File: src/rtl/ped_pkg.sv
// Shared types and constants for the pedestrian crossing controller:
// phase encoding, lamp patterns and seconds-counter width.
package ped_pkg;

   localparam int unsigned SEC_W = 8;

   typedef enum logic [2:0] {
      ALLRED0    = 3'd0,
      ROADGREEN  = 3'd1,
      ROADYELLOW = 3'd2,
      ALLRED1    = 3'd3,
      PEDGREEN   = 3'd4,
      PEDCLEAR   = 3'd5,
      ALLRED2    = 3'd6
   } state_t;

   // Lamp vector order: {ped_red, ped_green, red, yellow, green}
   typedef logic [4:0] lamps_t;

   localparam lamps_t LAMPS_ALLRED     = 5'b10100;
   localparam lamps_t LAMPS_ROADGREEN  = 5'b10001;
   localparam lamps_t LAMPS_ROADYELLOW = 5'b10010;
   localparam lamps_t LAMPS_PEDGREEN   = 5'b01100;

   function automatic logic [SEC_W-1:0] last_sec(input int unsigned dur);
      return SEC_W'(dur - 1);
   endfunction

endpackage

File: src/rtl/btn_debounce.sv
// Two-flop synchroniser followed by a stable-count debouncer for one raw
// button; provides the debounced level and a one-cycle rising-edge pulse.
module btn_debounce
   import ped_pkg::*;
#(
   parameter int unsigned DEBOUNCE = 160000
) (
   input  logic clk_i,
   input  logic rst_i,
   input  logic btn_i,
   output logic level_o,
   output logic rise_o
);

   localparam int unsigned CW = $clog2(DEBOUNCE + 1);
   localparam logic [CW-1:0] CNT_LAST = CW'(DEBOUNCE - 1);

   logic          sync1_q, sync2_q;
   logic          level_q, level_d;
   logic          rise_q, rise_d;
   logic [CW-1:0] cnt_q, cnt_d;

   // Count consecutive samples that disagree with the accepted level.
   always_comb begin
      level_d = level_q;
      rise_d  = 1'b0;
      cnt_d   = '0;
      if (sync2_q != level_q) begin
         if (cnt_q == CNT_LAST) begin
            level_d = sync2_q;
            rise_d  = sync2_q;
         end else begin
            cnt_d = cnt_q + 1'b1;
         end
      end
   end

   always_ff @(posedge clk_i) begin
      if (rst_i) begin
         sync1_q <= 1'b0;
         sync2_q <= 1'b0;
         level_q <= 1'b0;
         rise_q  <= 1'b0;
         cnt_q   <= '0;
      end else begin
         sync1_q <= btn_i;
         sync2_q <= sync1_q;
         level_q <= level_d;
         rise_q  <= rise_d;
         cnt_q   <= cnt_d;
      end
   end

   assign level_o = level_q;
   assign rise_o  = rise_q;

endmodule

File: src/rtl/ped_crossing_ctrl.sv
// Request-driven pedestrian crossing controller: phase FSM, one-second
// prescaler, saturating seconds counter, request latch and registered lamps.
module ped_crossing_ctrl
   import ped_pkg::*;
#(
   parameter int unsigned TIMER_SCALE = 16000000,
   parameter int unsigned DEBOUNCE    = 160000,
   parameter int unsigned MIN_GREEN_S = 10,
   parameter int unsigned GREEN_S     = 30,
   parameter bit          AUTO_CYCLE  = 1'b0,
   parameter int unsigned YELLOW_S    = 5,
   parameter int unsigned ALLRED_S    = 2,
   parameter int unsigned PED_GREEN_S = 10,
   parameter int unsigned PED_CLEAR_S = 5
) (
   input  logic pin3_clk_16mhz,
   input  logic pin2_rst,
   input  logic pin9_ped_button,
   output logic pin4_green,
   output logic pin5_yellow,
   output logic pin6_red,
   output logic pin7_ped_green,
   output logic pin8_ped_red,
   output logic pin10_wait
);

   if (TIMER_SCALE < 2 || (TIMER_SCALE % 2) != 0) begin : g_bad_scale
      $error("TIMER_SCALE must be even and >= 2");
   end
   if (DEBOUNCE < 1) begin : g_bad_debounce
      $error("DEBOUNCE must be >= 1");
   end
   if (MIN_GREEN_S < 1 || MIN_GREEN_S > 255 || GREEN_S < 1 || GREEN_S > 255 ||
       YELLOW_S < 1 || YELLOW_S > 255 || ALLRED_S < 1 || ALLRED_S > 255 ||
       PED_GREEN_S < 1 || PED_GREEN_S > 255 || PED_CLEAR_S < 1 || PED_CLEAR_S > 255 ||
       GREEN_S < MIN_GREEN_S) begin : g_bad_secs
      $error("phase durations must be 1..255 and GREEN_S >= MIN_GREEN_S");
   end

   localparam int unsigned PW = $clog2(TIMER_SCALE);
   localparam logic [PW-1:0]  PRESC_LAST = PW'(TIMER_SCALE - 1);
   localparam logic [PW-1:0]  PRESC_HALF = PW'(TIMER_SCALE / 2);
   localparam logic [SEC_W:0] MIN_GREEN_E = (SEC_W + 1)'(MIN_GREEN_S);
   localparam logic [SEC_W:0] GREEN_E     = (SEC_W + 1)'(GREEN_S);

   state_t           state_q, state_d;
   logic [PW-1:0]    presc_q, presc_d;
   logic [SEC_W-1:0] sec_q, sec_d;
   logic             req_q, req_d;
   lamps_t           lamps_q, lamps_d;
   logic             btn_level, btn_rise;
   logic             tick;
   logic [SEC_W:0]   elapsed;

   btn_debounce #(.DEBOUNCE(DEBOUNCE)) u_btn (
      .clk_i   (pin3_clk_16mhz),
      .rst_i   (pin2_rst),
      .btn_i   (pin9_ped_button),
      .level_o (btn_level),
      .rise_o  (btn_rise)
   );

   assign tick    = (presc_q == PRESC_LAST);
   // Seconds completed once the current tick is counted.
   assign elapsed = {1'b0, sec_q} + 1'b1;

   always_comb begin
      state_d = state_q;
      unique case (state_q)
         ALLRED0:    if (tick && sec_q == last_sec(ALLRED_S))    state_d = ROADGREEN;
         ROADGREEN:  if (tick && ((req_q && elapsed >= MIN_GREEN_E) ||
                                  (AUTO_CYCLE && elapsed >= GREEN_E)))
                                                                  state_d = ROADYELLOW;
         ROADYELLOW: if (tick && sec_q == last_sec(YELLOW_S))    state_d = ALLRED1;
         ALLRED1:    if (tick && sec_q == last_sec(ALLRED_S))    state_d = PEDGREEN;
         PEDGREEN:   if (tick && sec_q == last_sec(PED_GREEN_S)) state_d = PEDCLEAR;
         PEDCLEAR:   if (tick && sec_q == last_sec(PED_CLEAR_S)) state_d = ALLRED2;
         ALLRED2:    if (tick && sec_q == last_sec(ALLRED_S))    state_d = ROADGREEN;
         default:                                                 state_d = ALLRED0;
      endcase

      if (state_d != state_q) begin
         presc_d = '0;
         sec_d   = '0;
      end else if (tick) begin
         presc_d = '0;
         sec_d   = (sec_q == '1) ? sec_q : sec_q + 1'b1;
      end else begin
         presc_d = presc_q + 1'b1;
         sec_d   = sec_q;
      end

      // Entry into PEDGREEN clears the request even if an edge arrives together.
      req_d = req_q;
      if (state_d == PEDGREEN && state_q != PEDGREEN) begin
         req_d = 1'b0;
      end else if (btn_rise && btn_level && state_q != PEDGREEN) begin
         req_d = 1'b1;
      end

      unique case (state_q)
         ROADGREEN:  lamps_d = LAMPS_ROADGREEN;
         ROADYELLOW: lamps_d = LAMPS_ROADYELLOW;
         PEDGREEN:   lamps_d = LAMPS_PEDGREEN;
         PEDCLEAR:   lamps_d = {1'b0, (presc_q < PRESC_HALF), 3'b100};
         default:    lamps_d = LAMPS_ALLRED;
      endcase
   end

   always_ff @(posedge pin3_clk_16mhz) begin
      if (pin2_rst) begin
         state_q <= ALLRED0;
         presc_q <= '0;
         sec_q   <= '0;
         req_q   <= 1'b0;
         lamps_q <= LAMPS_ALLRED;
      end else begin
         state_q <= state_d;
         presc_q <= presc_d;
         sec_q   <= sec_d;
         req_q   <= req_d;
         lamps_q <= lamps_d;
      end
   end

   assign {pin8_ped_red, pin7_ped_green, pin6_red, pin5_yellow, pin4_green} = lamps_q;
   assign pin10_wait = req_q;

endmodule

File: config.mk
export PLATFORM = sky130hd
export DESIGN_NAME = ped_crossing_ctrl
export DESIGN_NICKNAME = d
export VERILOG_FILES = /design/src/rtl/ped_pkg.sv /design/src/rtl/btn_debounce.sv /design/src/rtl/ped_crossing_ctrl.sv
export SDC_FILE = /design/constraint.sdc
export NUM_CORES = 1
export LEC_CHECK = 0
export CORE_UTILIZATION = 60
export DETAILED_ROUTE_END_ITERATION = 7
export GPL_TIMING_DRIVEN = 0
export MAX_ROUTING_LAYER = met4
export PLACE_DENSITY = 0.86
export SKIP_CTS_REPAIR_TIMING = 1
export SLEW_MARGIN = 10
export SYNTH_ARGS = -nofsm -noshare
export SYNTH_HDL_FRONTEND = slang
export SYNTH_SLANG_ARGS = --single-unit
export TNS_END_PERCENT = 5
File: constraint.sdc
create_clock -name pin3_clk_16mhz -period 2.12 [get_ports pin3_clk_16mhz]
set_clock_uncertainty 0.05 [all_clocks]
set_input_delay 0.318 -clock pin3_clk_16mhz [delete_from_list [all_inputs] [get_ports pin3_clk_16mhz]]
set_output_delay 0.318 -clock pin3_clk_16mhz [all_outputs]
set_load 0.01 [all_outputs]
* After elaboration in Yosys (flattened, before gate mapping) *
Cells that the tools add are included.

cells by class
  add/subtract/negate cells = 4
  $mul = 0
  div/mod/pow operators = 0
  order comparisons = 2
  equality and inequality tests = 16
  shifts and indexed selects = 0
  multiplexer cells = 8
  bitwise gates (word level) = 3
  reductions and logical operators = 17

operator list
  cell                                                                                 count
  24-bit by 1-bit adder with 24-bit output, second input constant                      1
  24-bit equality test, second input constant                                          1
  24-bit by 23-bit < comparator with 1-bit output, second input constant               1
  5-bit one-hot mux with 4 select lines                                                1
  18-bit by 1-bit adder with 18-bit output, second input constant                      1
  18-bit equality test, second input constant                                          1
  3-bit two-way mux                                                                    6
  3-bit one-hot mux with 6 select lines                                                1
  3-bit equality test, second input constant                                           4
  8-bit by 1-bit adder with 9-bit output, second input constant                        1
  9-bit by 4-bit greater-or-equal comparator with 1-bit output, second input constant  1
  3-bit OR reduction                                                                   3
  8-bit by 1-bit adder with 8-bit output, second input constant                        1
  8-bit by 1-bit equality test with 1-bit output, second input constant                1
  8-bit by 3-bit equality test with 1-bit output, second input constant                1
  8-bit by 4-bit equality test with 1-bit output, second input constant                1
  8-bit equality test, second input constant                                           1
  1-bit logical AND                                                                    8
  3-bit by 2-bit equality test with 1-bit output, second input constant                2
  2-bit OR reduction                                                                   3
  2-bit AND reduction                                                                  2
  3-bit by 1-bit equality test with 1-bit output, second input constant                1
  3-bit logical NOT                                                                    1
  3-bit != test                                                                        1
  other kinds (3)                                                                      5

storage, ports and cells
  flip-flop bits (word level) = 63
  latch bits = 0
  bits in writable memories = 0
  ROM bits = 0
  output and inout bits = 6
  logic and storage cells = 60
  memories = 0

* Logic depth before layout (Yosys ltp) *
  depth in word-level cells = 9
  depth in mapped cells = 8
  depth with buffers taken out = 8

* Cells and area by module *
A second synthesis with hierarchy kept.

second synthesis, totals
  cells, all modules = 360
  area total of the unflattened synthesis = 3,090.5 sq um

modules (own cells, without submodules)
  module             instances  cells an instance  area an instance (sq um)
  ped_crossing_ctrl  1          251                2,090.8
  btn_debounce       1          109                999.7

* Worst setup path before layout *
OpenSTA, ideal clock, no wires.

  path kind = register to register
  start point = reg presc_q[10]
  end point = reg sec_q[6]
  library setup time = 0.131 ns
  arrival time = 1.768 ns
  required time = 1.939 ns
  slack = 0.171 ns
  stages on the path, launching flop included = 7
  buffers on the path = 0
  clock period less this slack = 1.949 ns
  path through = dfxtp_1 or4_1 nor3_4 nand2_1 a2111o_1 o211ai_2 nor3_2

on the way
  word-level cells in the longest chain between the ends = 6
  elaborated cells on any way between the ends = 15
  classes of those cells = 2 x eq/ne; 7 x mux; 6 x reduce/logical

RTL lines
  element                                      RTL line                                          text
  from (decl)                                  ped_crossing_ctrl.sv:47                           logic [PW-1:0] presc_q, presc_d;
  from (signal assigned)                       ped_crossing_ctrl.sv:119                          presc_q <= presc_d;
  24-bit equality test *                       ped_crossing_ctrl.sv:63                           assign tick = (presc_q == PRESC_LAST);
  1-bit logical AND, on equally long branches  n/a
  3-bit two-way mux (tied with other cells)    ped_crossing_ctrl.sv:70, ped_crossing_ctrl.sv:78
  3-bit one-hot mux with 6 select lines        ped_crossing_ctrl.sv:69                           unique case (state_q)
  3-bit != test                                ped_crossing_ctrl.sv:82                           if (state_d != state_q) begin
  2-bit OR reduction (no line)                 n/a
  to (signal assigned)                         ped_crossing_ctrl.sv:114                          sec_q <= '0;
  to (signal assigned)                         ped_crossing_ctrl.sv:120                          sec_q <= sec_d;
  to (decl)                                    ped_crossing_ctrl.sv:48                           logic [SEC_W-1:0] sec_q, sec_d;

Every way passes the cells marked *; elsewhere a longest branch is shown, timed or not.
A chain may end at the register's enable or synchronous reset.

* Worst setup path in the final report *
  start point = reg presc_q[10]
  end point = reg sec_q[2]

Same word-level chain as after synthesis.

==> out/summary.txt <==
=======================================================================================
Cell with the largest stage delay on the worst path ...................... sky130_fd_sc_hd__or4_4
Internal power summed over all cells .....................................     1.811 mW
Share of post-route cells with drive strength above 1 ....................       15.59%
Number of primary I/O pins ...............................................            9
Die width ................................................................     72.32 um
Wire length of the first global-routing pass .............................     9.729 mm
Clock sink total .........................................................           63
Routed via count divided by cell count ...................................        5.683
Metal1 wirelength ........................................................     2.787 mm
Diode insertion count for antenna repair .................................            0
Final routed wire length divided by cell count ...........................     14.85 um
Worst skew pair latency ..................................................      0.35 ns
Synthesized area .........................................................     2967 um2
Static power due to leakage ..............................................     1.254 nW
Number of placement rows .................................................           25
Areal power density over the cells ....................................... 663.2 nW/um2
Die footprint ............................................................     5229 um2
Number of maximum-capacitance violations .................................            0
Net switching power of the design ........................................    0.5007 mW
Number of unique standard cell types used by synthesis ...................           47
Mean cell area of the mapped netlist .....................................    8.725 um2
Mapped Cells .............................................................          340
DR vias ..................................................................         2495
Sequential element share of the synthesized area .........................       42.51%
Residual overflow from global routing ....................................            0
CP Cell Sequence ......................................................... or4_4 > nor3_4 > nand2_2 > a2111o_1 > o211ai_4 > nor2_1
Total routing resource utilization after global routing ..................       25.11%
Setup-violating endpoint count in the final report .......................           12
Worst setup EP type ......................................................    flip-flop
Input/output buffers .....................................................            8
Placed standard-cell area ................................................     3131 um2
Worst Tran Pin Value .....................................................    0.7014 ns
Kind of cell adding the most delay to the critical path .................. simple AND/OR/NAND/NOR gates
Setup slack after layout .................................................  -0.08592 ns
DR WL met3 ...............................................................       326 um
Number of warnings printed during yosys synthesis ........................            0
Most common cell after layout, fill and taps aside ....................... sky130_fd_sc_hd__dfxtp_1
H-tree depth .............................................................            3
Number of iterations in the first detailed-routing pass ..................            4
Violated checks .......................................................... setup timing
Sum of routed wire length over all layers ................................     6.517 mm
Layout Cell Area excl Fill ...............................................     3486 um2
Relative slew slack ......................................................       53.02%
Peak Freq ................................................................   0.4533 GHz
Number of global-route vias before repair ................................         2284
Power share of the combinational group ...................................         2.6%
Most frequent cells in the layout ........................................ sky130_fd_sc_hd__dfxtp_1 (61), sky130_fd_sc_hd__nor2_1 (57), sky130_fd_sc_hd__xor2_1 (25)
DR WL met2 ...............................................................     3.253 mm
Min-delay worst type .....................................................   reg -> reg
Hold Fails Final Rpt .....................................................            0
Shortest clock period the worst path allows after layout .................     2.206 ns
Number of nets produced by synthesis .....................................          348
Gpl congestion ...........................................................       0.8620
Outcome .................................................................. finished, violations left
Final Max Tran Viols .....................................................            0
Number of violations reported at the end of detailed-routing iteration 0 .          185
Portion of total power attributed to sequential cells ....................        52.0%
Number of buffers created by CTS .........................................            9
Antenna violations before repair .........................................            0
Unrepaired setup endpoints after global routing ..........................         true
Worst VDD drop ...........................................................    0.4865 mV
Number of storage elements in the synthesis netlist ......................           63
WS Path Type .............................................................   reg -> reg
Maximum fanout count along the critical path .............................            5
Clock share of power .....................................................        45.5%
Height of the die ........................................................     72.32 um
Crit path launch type ....................................................    flip-flop
Endpoint arrival time on the critical path ...............................      2.39 ns
Synthesis-to-finish area growth ..........................................       17.50%
WP data required .........................................................      2.30 ns
Antenna-violating nets left ..............................................            0
Utilization after layout .................................................       73.32%
Clock root buffer master ................................................. sky130_fd_sc_hd__clkbuf_8
Uppermost routed layer ...................................................         met4
Clock transition at the registers of the reported paths ..................      0.07 ns
Total buffers and inverters traversed by the critical path ...............            0
DRC violation count after routing ........................................            0
Maximum buffer depth of the clock tree ...................................            2
Max stage delay on crit path .............................................      0.55 ns
Final worst-path cycle share .............................................       104.1%
Placeable core region ....................................................     4755 um2
Total of fill cells in the finished design ...............................          332
TritonCTS clock tree .....................................................         done
Pin count of the biggest net entering global routing .....................           11
Switching part of the total power ........................................       21.66%
Final net count ..........................................................          376
DP HPWL ..................................................................     3.867 mm
Starting density of the core .............................................       62.39%
=======================================================================================
[cell families (layout without fill, tap and decap cells)]
logic type,Yosys count,after routing,synth area share (%)
compound gates,32,33,7.803
xor+xnor,45,45,13.29
fa+ha+maj,5,5,2.109
buf+inv,18,49,2.446
flops,63,63,42.51
mux,3,3,1.012
simple gates,174,174,30.83
[per-stage QoR]
| step | worst slack, ns | setup TNS (ns) | hold WS (ns) | std cells | power (mW) |
|---|---|---|---|---|---|
| floorplan | 0.1712 | 0 | 0.3638 | 340 | 1.261 |
| global placement | -0.1814 | -2.711 | 0.3674 | 415 | 1.279 |
| detailed placement | -0.2314 | -3.557 | 0.3850 | 415 | 1.281 |
| CTS | -0.2632 | -4.135 | 0.4033 | 430 | 2.318 |
| global route | -0.1376 | -1.345 | 0.4219 | 439 | 2.380 |
| finish | -0.08592 | -0.5523 | 0.3934 | 439 | 2.312 |
[final timing paths]
kind | from | endpoint | slack, ns | cells past startpoint
worst max-delay path | presc_q[10]$_SDFF_PP0_ | sec_q[2]$_SDFFE_PP0P_ | -0.09 | 6
worst min-delay path | u_btn.sync1_q$_SDFF_PP0_ | u_btn.sync2_q$_SDFF_PP0_ | 0.39 | 1
worst max register to register | presc_q[10]$_SDFF_PP0_ | sec_q[2]$_SDFFE_PP0P_ | -0.09 | 6
worst min register to register | u_btn.sync1_q$_SDFF_PP0_ | u_btn.sync2_q$_SDFF_PP0_ | 0.39 | 1
[sequential cells by signal, summed over array words and instances, names as in the netlist]
signal,cells
u_btn.rise_o,1
presc_q,24
state_q,3
sec_q,8
u_btn.cnt_q,18
u_btn.sync2_q,1
pin10_wait,1
lamps_q,5
u_btn.level_o,1
u_btn.sync1_q,1
[power by group through the flow]
| stage | clock network (mW) | logic (mW) | registers [mW] |
|---|---|---|---|
| final | 1.05 | 0.0590 | 1.20 |
| after global placement | 0 | 0.0520 | 1.23 |
| after detailed placement | 0 | 0.0532 | 1.23 |
| after CTS | 1.06 | 0.0535 | 1.20 |
| after floorplan | 0 | 0.0341 | 1.23 |
| after global routing | 1.11 | 0.0655 | 1.20 |
[layer usage]
layer  track usage (%)  up-vias
met2             42.06       71
met1             27.46     1173
met5                 -        -
met3             8.472       21
li1                  -     1230
met4             9.804        0
[Yosys cell counts (all sizes together)]
library cell	instances	area share [%]
dfxtp	63	43
nor2	59	7.5
nand2	26	3.3
xor2	25	7.4
nand3	23	4.0
xnor2	20	5.9
and3	16	3.5
or3	11	2.3
a21oi	9	1.5
inv	8	1.0
nor3	8	1.9
nand4	7	1.7
buf	5	0.80
clkbuf	5	0.63
ha	5	2.1
nand2b	5	1.1
and2	4	0.84
nor4b	4	1.7
o21ai	4	0.67
a31oi	3	0.63
mux2i	3	1.0
nand3b	3	0.76
nor2b	3	0.63
nor4	3	1.1
a211oi	2	0.51
o211ai	2	0.67
o21bai	2	0.51
o31ai	2	0.51
a2111o	1	0.38
a211o	1	0.34
a21boi	1	0.25
a41oi	1	0.55
nor3b	1	0.25
o211a	1	0.34
o21a	1	0.25
o31a	1	0.34
o32a	1	0.34
or4	1	0.25
[area by class of cell]
class	instances	area (um2)	area share (%)
multi-input cells	260	1722	49.39
clock buffers	11	151.4	4.343
inverters	8	30.03	0.8615
well taps	67	83.83	2.405
repair buffers	17	147.6	4.235
clock inverters	4	45.04	1.292
plain buffers	9	42.54	1.220
flip-flops and latches	63	1264	36.25
Note: power is estimated with default switching activity, not from simulation.
==> RTL edit 1 (same flow settings) <==
Register the output `pin6_red`, cleared by the reset; this adds one clock of latency there. The other outputs are not delayed to match.
--- a/src/rtl/ped_crossing_ctrl.sv
+++ b/src/rtl/ped_crossing_ctrl.sv
@@ -23,6 +23,8 @@
    output logic pin8_ped_red,
    output logic pin10_wait
 );
+
+   logic pin6_red_d;
 
    if (TIMER_SCALE < 2 || (TIMER_SCALE % 2) != 0) begin : g_bad_scale
       $error("TIMER_SCALE must be even and >= 2");
@@ -123,8 +125,16 @@
       end
    end
 
-   assign {pin8_ped_red, pin7_ped_green, pin6_red, pin5_yellow, pin4_green} = lamps_q;
+   assign {pin8_ped_red, pin7_ped_green, pin6_red_d, pin5_yellow, pin4_green} = lamps_q;
    assign pin10_wait = req_q;
+
+   always_ff @(posedge pin3_clk_16mhz) begin
+      if (pin2_rst) begin
+         pin6_red <= '0;
+      end else begin
+         pin6_red <= pin6_red_d;
+      end
+   end
 
 endmodule
 
Behaviour: not the same (a bounded check fails within 4 cycles, from zero or initial values and one cycle with pin2_rst high).
==> RTL edit 1 against the original RTL <==
- the flow still finishes with violations (negative setup slack)
- worst setup slack lost 0.063 ns
- non-clock buffer count shrank 5
- cell area is 0.40% higher
- total power is 1.7% lower
- routed wire length shrank 2.8%
- combinational power fell by 28%
- synthesized area increased by 1.5%
- fmax decreased by 2.8%
- sequential cell count up 1
- critical endpoint is now state_q[0]
- largest power group unchanged
==> RTL edit 1: results <==
export IMPL_cp_arrival_ns=2.48
export IMPL_power_leakage_nw=1.27
export IMPL_avgRoutedWirePerCell_um=14.3
export IMPL_vias=2510
export IMPL_synth_top_family_by_area="simple AND/OR/NAND/NOR gates"
export IMPL_top_layer="met4"
export IMPL_gr_usage_met2_pct=41.7
export IMPL_clk_pin_slew_ns=0.07
export IMPL_pre_cts_slack_ns=-0.248
export IMPL_cts_max_path_buffers=2
export IMPL_dpl_instance_area_mm2=0.00318
export IMPL_yosysSeqAreaShare_pct=42.6
export IMPL_drt_iter0_markers=175
export IMPL_grt_antenna_before_repair=0
export IMPL_max_stage_delay_ns=0.56
export IMPL_synthDistinctLibCells=52
export IMPL_violations="negative setup slack"
export IMPL_gp_congestion=0.879
export IMPL_grt_pass1_vias=2338
export IMPL_swShare_pct=21.2
export IMPL_routed_wl_um=6340
export IMPL_async_flop_share_pct=0
export IMPL_status="complete, but fails checks"
export IMPL_largest_registers="presc_q x24, u_btn.cnt_q x18, sec_q x8"
export IMPL_cts_root_buf="clkbuf_8"
export IMPL_hpwl_um=4070
export IMPL_worst_slack_ns=-0.149
export IMPL_htreeDepth=3
export IMPL_yosys_area_top_type_share_pct=42.6
export IMPL_tightest_slew_ns=0.634
export IMPL_dr_wl_met3_um=255
export IMPL_finalSetupViolations=24
export IMPL_synth_common_cells="dfxtp_1 (64), nor2_1 (56), xor2_1 (27)"
export IMPL_grt_usage_pct=26.0
export IMPL_clock_latency_ns=0.34
export IMPL_grt_max_degree=11
export IMPL_synthXorXnorAreaFrac_pct=12.2
export IMPL_wl_met1_um=2840
export IMPL_tns_ns=-1.93
export IMPL_yosys_warnings=0
export IMPL_ys_top_cells_by_area="dfxtp_1 (43%), xor2_1 (7.9%), nor2_1 (7.0%)"
export IMPL_fin_nets=380
export IMPL_use_met1_pct=29.9
export IMPL_synth_area_per_cell_um2=8.53
export IMPL_layout_drive_gt1_share_pct=11.7
export IMPL_grtUsageMet3_pct=8.98
export IMPL_hold_class="reg -> reg"
export IMPL_synth_nets=361
export IMPL_met2_wirelength_um=3160
export IMPL_antenna_cells=0
export IMPL_synth_compound_area_share_pct=8.02
export IMPL_synthMuxAreaShare_pct=0.998
export IMPL_grt_first_pass_wirelength_um=10100
export IMPL_place_inst=428
export IMPL_cts_buffers=9
export IMPL_portBuffers=8
export IMPL_peakVddDrop_mv=0.522
export IMPL_critical_path_top_delay_family="simple AND/OR/NAND/NOR gates"
export IMPL_firstDrtPassIters=4
export IMPL_synthAdderAreaFrac_pct=2.08
RTL edit 1: final timing paths:
check / start / to / slack, ns / depth (start not counted)
hold / removal: lamps_q[2] / pin6_red / 0.41 / 1
hold reg to reg: lamps_q[2] / pin6_red / 0.41 / 1
setup / recovery: presc_q[14] / state_q[0] / -0.15 / 6
setup reg to reg: presc_q[14] / state_q[0] / -0.15 / 6
RTL edit 1: power groups by stage:
stage | clock network (mW) | logic (mW) | registers, mW
2_1_floorplan | 0 | 0.0244 | 1.24
3_3_place_gp | 0 | 0.0377 | 1.24
3_5_place_dp | 0 | 0.0387 | 1.24
4_1_cts | 1.03 | 0.0394 | 1.22
5_1_grt | 1.08 | 0.0470 | 1.22
6_report | 1.01 | 0.0426 | 1.22
RTL edit 1: layout make-up:
class                      count  area [um2]
buffer                        11        65.1
tap                           67        83.8
clock inverter                 4        45.0
timing repair buffer          10        95.1
multi-input combinational    268        1750
inverter                       8        30.0
clock buffer                  11         141
fill                         366        1290
sequential                    64        1290
==> RTL edit 2 (config.mk and constraints unchanged) <==
Made on the original files. Change the parameter `AUTO_CYCLE` from 1'b0 to 1'b1.
--- a/src/rtl/ped_crossing_ctrl.sv
+++ b/src/rtl/ped_crossing_ctrl.sv
@@ -7,7 +7,7 @@
    parameter int unsigned DEBOUNCE    = 160000,
    parameter int unsigned MIN_GREEN_S = 10,
    parameter int unsigned GREEN_S     = 30,
-   parameter bit          AUTO_CYCLE  = 1'b0,
+   parameter bit          AUTO_CYCLE  = 1'b1,
    parameter int unsigned YELLOW_S    = 5,
    parameter int unsigned ALLRED_S    = 2,
    parameter int unsigned PED_GREEN_S = 10,
Function: same outputs for any inputs over 10 cycles, from zero or initial values and one cycle with pin2_rst high; that may be too few to reach the edited logic, so the function may still have changed.
==> RTL edit 2 against the original RTL <==
- the run still ends with negative setup slack left
- cell area is 3.1% higher
- first-iteration DRC count is 44% lower
- synthesized area is 3.4% higher
- cell count is 0.91% higher
- non-clock buffer count is 3 lower
- sequential cell count stayed put
- total power is 0.27% higher
- worst setup slack worse by 0.089 ns
- utilization is 1.3 points higher
- routed wire length is 5.5% lower
- via count is 0.80% higher
- largest cell class unchanged
==> RTL edit 2: results <==
export IMPL_tightest_slew_ns=0.649
export IMPL_grt_max_degree=11
export IMPL_finalSetupViolations=11
export IMPL_hpwl_um=4170
export IMPL_gp_congestion=0.872
export IMPL_top_layer="met4"
export IMPL_worst_slack_ns=-0.174
export IMPL_clk_pin_slew_ns=0.07
export IMPL_violations="negative setup slack"
export IMPL_synth_common_cells="dfxtp_1 (63), nor2_1 (56), nand2_1 (27)"
export IMPL_cp_arrival_ns=2.51
export IMPL_antenna_cells=0
export IMPL_peakVddDrop_mv=0.570
export IMPL_met2_wirelength_um=3010
export IMPL_dr_wl_met3_um=311
export IMPL_cp_max_fo=8
export IMPL_use_met1_pct=28.8
export IMPL_grt_usage_pct=25.9
export IMPL_yosys_warnings=0
export IMPL_gr_usage_met2_pct=40.6
export IMPL_ys_flop_type="dfxtp_1"
export IMPL_portBuffers=8
export IMPL_htreeDepth=3
export IMPL_cp_slowest_cell="or4_4"
export IMPL_synth_nets=356
export IMPL_grtUsageMet3_pct=11.8
export IMPL_drt_vias_per_instance=5.68
export IMPL_grt_antenna_before_repair=0
export IMPL_power_leakage_nw=1.22
export IMPL_dpl_instance_area_mm2=0.00324
export IMPL_grt_pass1_vias=2351
export IMPL_yosysSeqAreaShare_pct=41.1
export IMPL_cts_buffers=9
export IMPL_status="complete, but fails checks"
export IMPL_max_stage_delay_ns=0.50
export IMPL_routed_wl_um=6160
export IMPL_cts_root_buf="clkbuf_8"
export IMPL_ys_top_cells_by_area="dfxtp_1 (41%), nor2_1 (6.9%), xor2_1 (6.6%)"
export IMPL_hold_class="reg -> reg"
export IMPL_wl_met1_um=2710
export IMPL_synthDistinctLibCells=58
export IMPL_cts_max_path_buffers=2
export IMPL_grt_first_pass_wirelength_um=10200
export IMPL_firstDrtPassIters=4
export IMPL_clock_latency_ns=0.34
export IMPL_drt_iter0_markers=103
export IMPL_fin_nets=379
export IMPL_layout_drive_gt1_share_pct=15.2
export IMPL_largest_registers="presc_q x24, u_btn.cnt_q x18, sec_q x8"
export IMPL_async_flop_share_pct=0
-- RTL edit 2: worst max-delay path: cells and delay by family (launching register included) --
family	cells	cell delay [ns]
adders and majority gates	1	0.24
DFF	1	0.39
and+or+nand+nor	1	0.50
AOI/OAI and AO/OA	4	0.98
buffers and inverters	1	0.05
-- RTL edit 2: cell type report --
cell class | instances | area (um2)
multi-input combinational | 268 | 1840
sequential | 63 | 1270
fill | 364 | 1220
clock buffer | 14 | 173
timing repair buffer | 12 | 110
tap | 67 | 83.8
buffer | 11 | 58.8
clock inverter | 2 | 37.5
inverter | 6 | 25.0
-- RTL edit 2: final timing paths --
path,depth (start not counted),start,slack [ns],end
max,7,sec_q[1],-0.17,sec_q[6]
min,1,presc_q[0],0.39,presc_q[0]
max reg2reg,7,sec_q[1],-0.17,sec_q[6]
min reg2reg,1,presc_q[0],0.39,presc_q[0]
-- RTL edit 2: kinds of logic after synthesis --
logic type | Yosys count | share of synthesized area [%]
AND/OR/NAND/NOR | 176 | 30.8
multiplexers | 4 | 1.35
adder cells (fa/ha/maj) | 5 | 2.04
AO/OA/AOI/OAI | 38 | 9.46
flip-flops | 63 | 41.1
buffers and inverters | 17 | 2.45
XOR/XNOR | 45 | 12.8
-- RTL edit 2: stage by stage --
step                TNS (ns)  worst slack, ns  power, mW  hold slack (ns)  cells
finish                 -1.08           -0.174       2.32            0.388    443
global route           -3.19           -0.288       2.41            0.413    443
CTS                    -4.96           -0.267       2.34            0.395    439
detailed placement     -4.59           -0.267       1.26            0.382    423
global placement       -3.18           -0.193       1.26            0.371    423
floorplan            -0.0190         -0.00764       1.25            0.363    348
-- RTL edit 2: power breakdown --
group	leakage [nW]	switching, mW	internal [mW]
Clock	0.103	0.441	0.640
Sequential	0.510	0.00609	1.19
Combinational	0.603	0.0260	0.0166
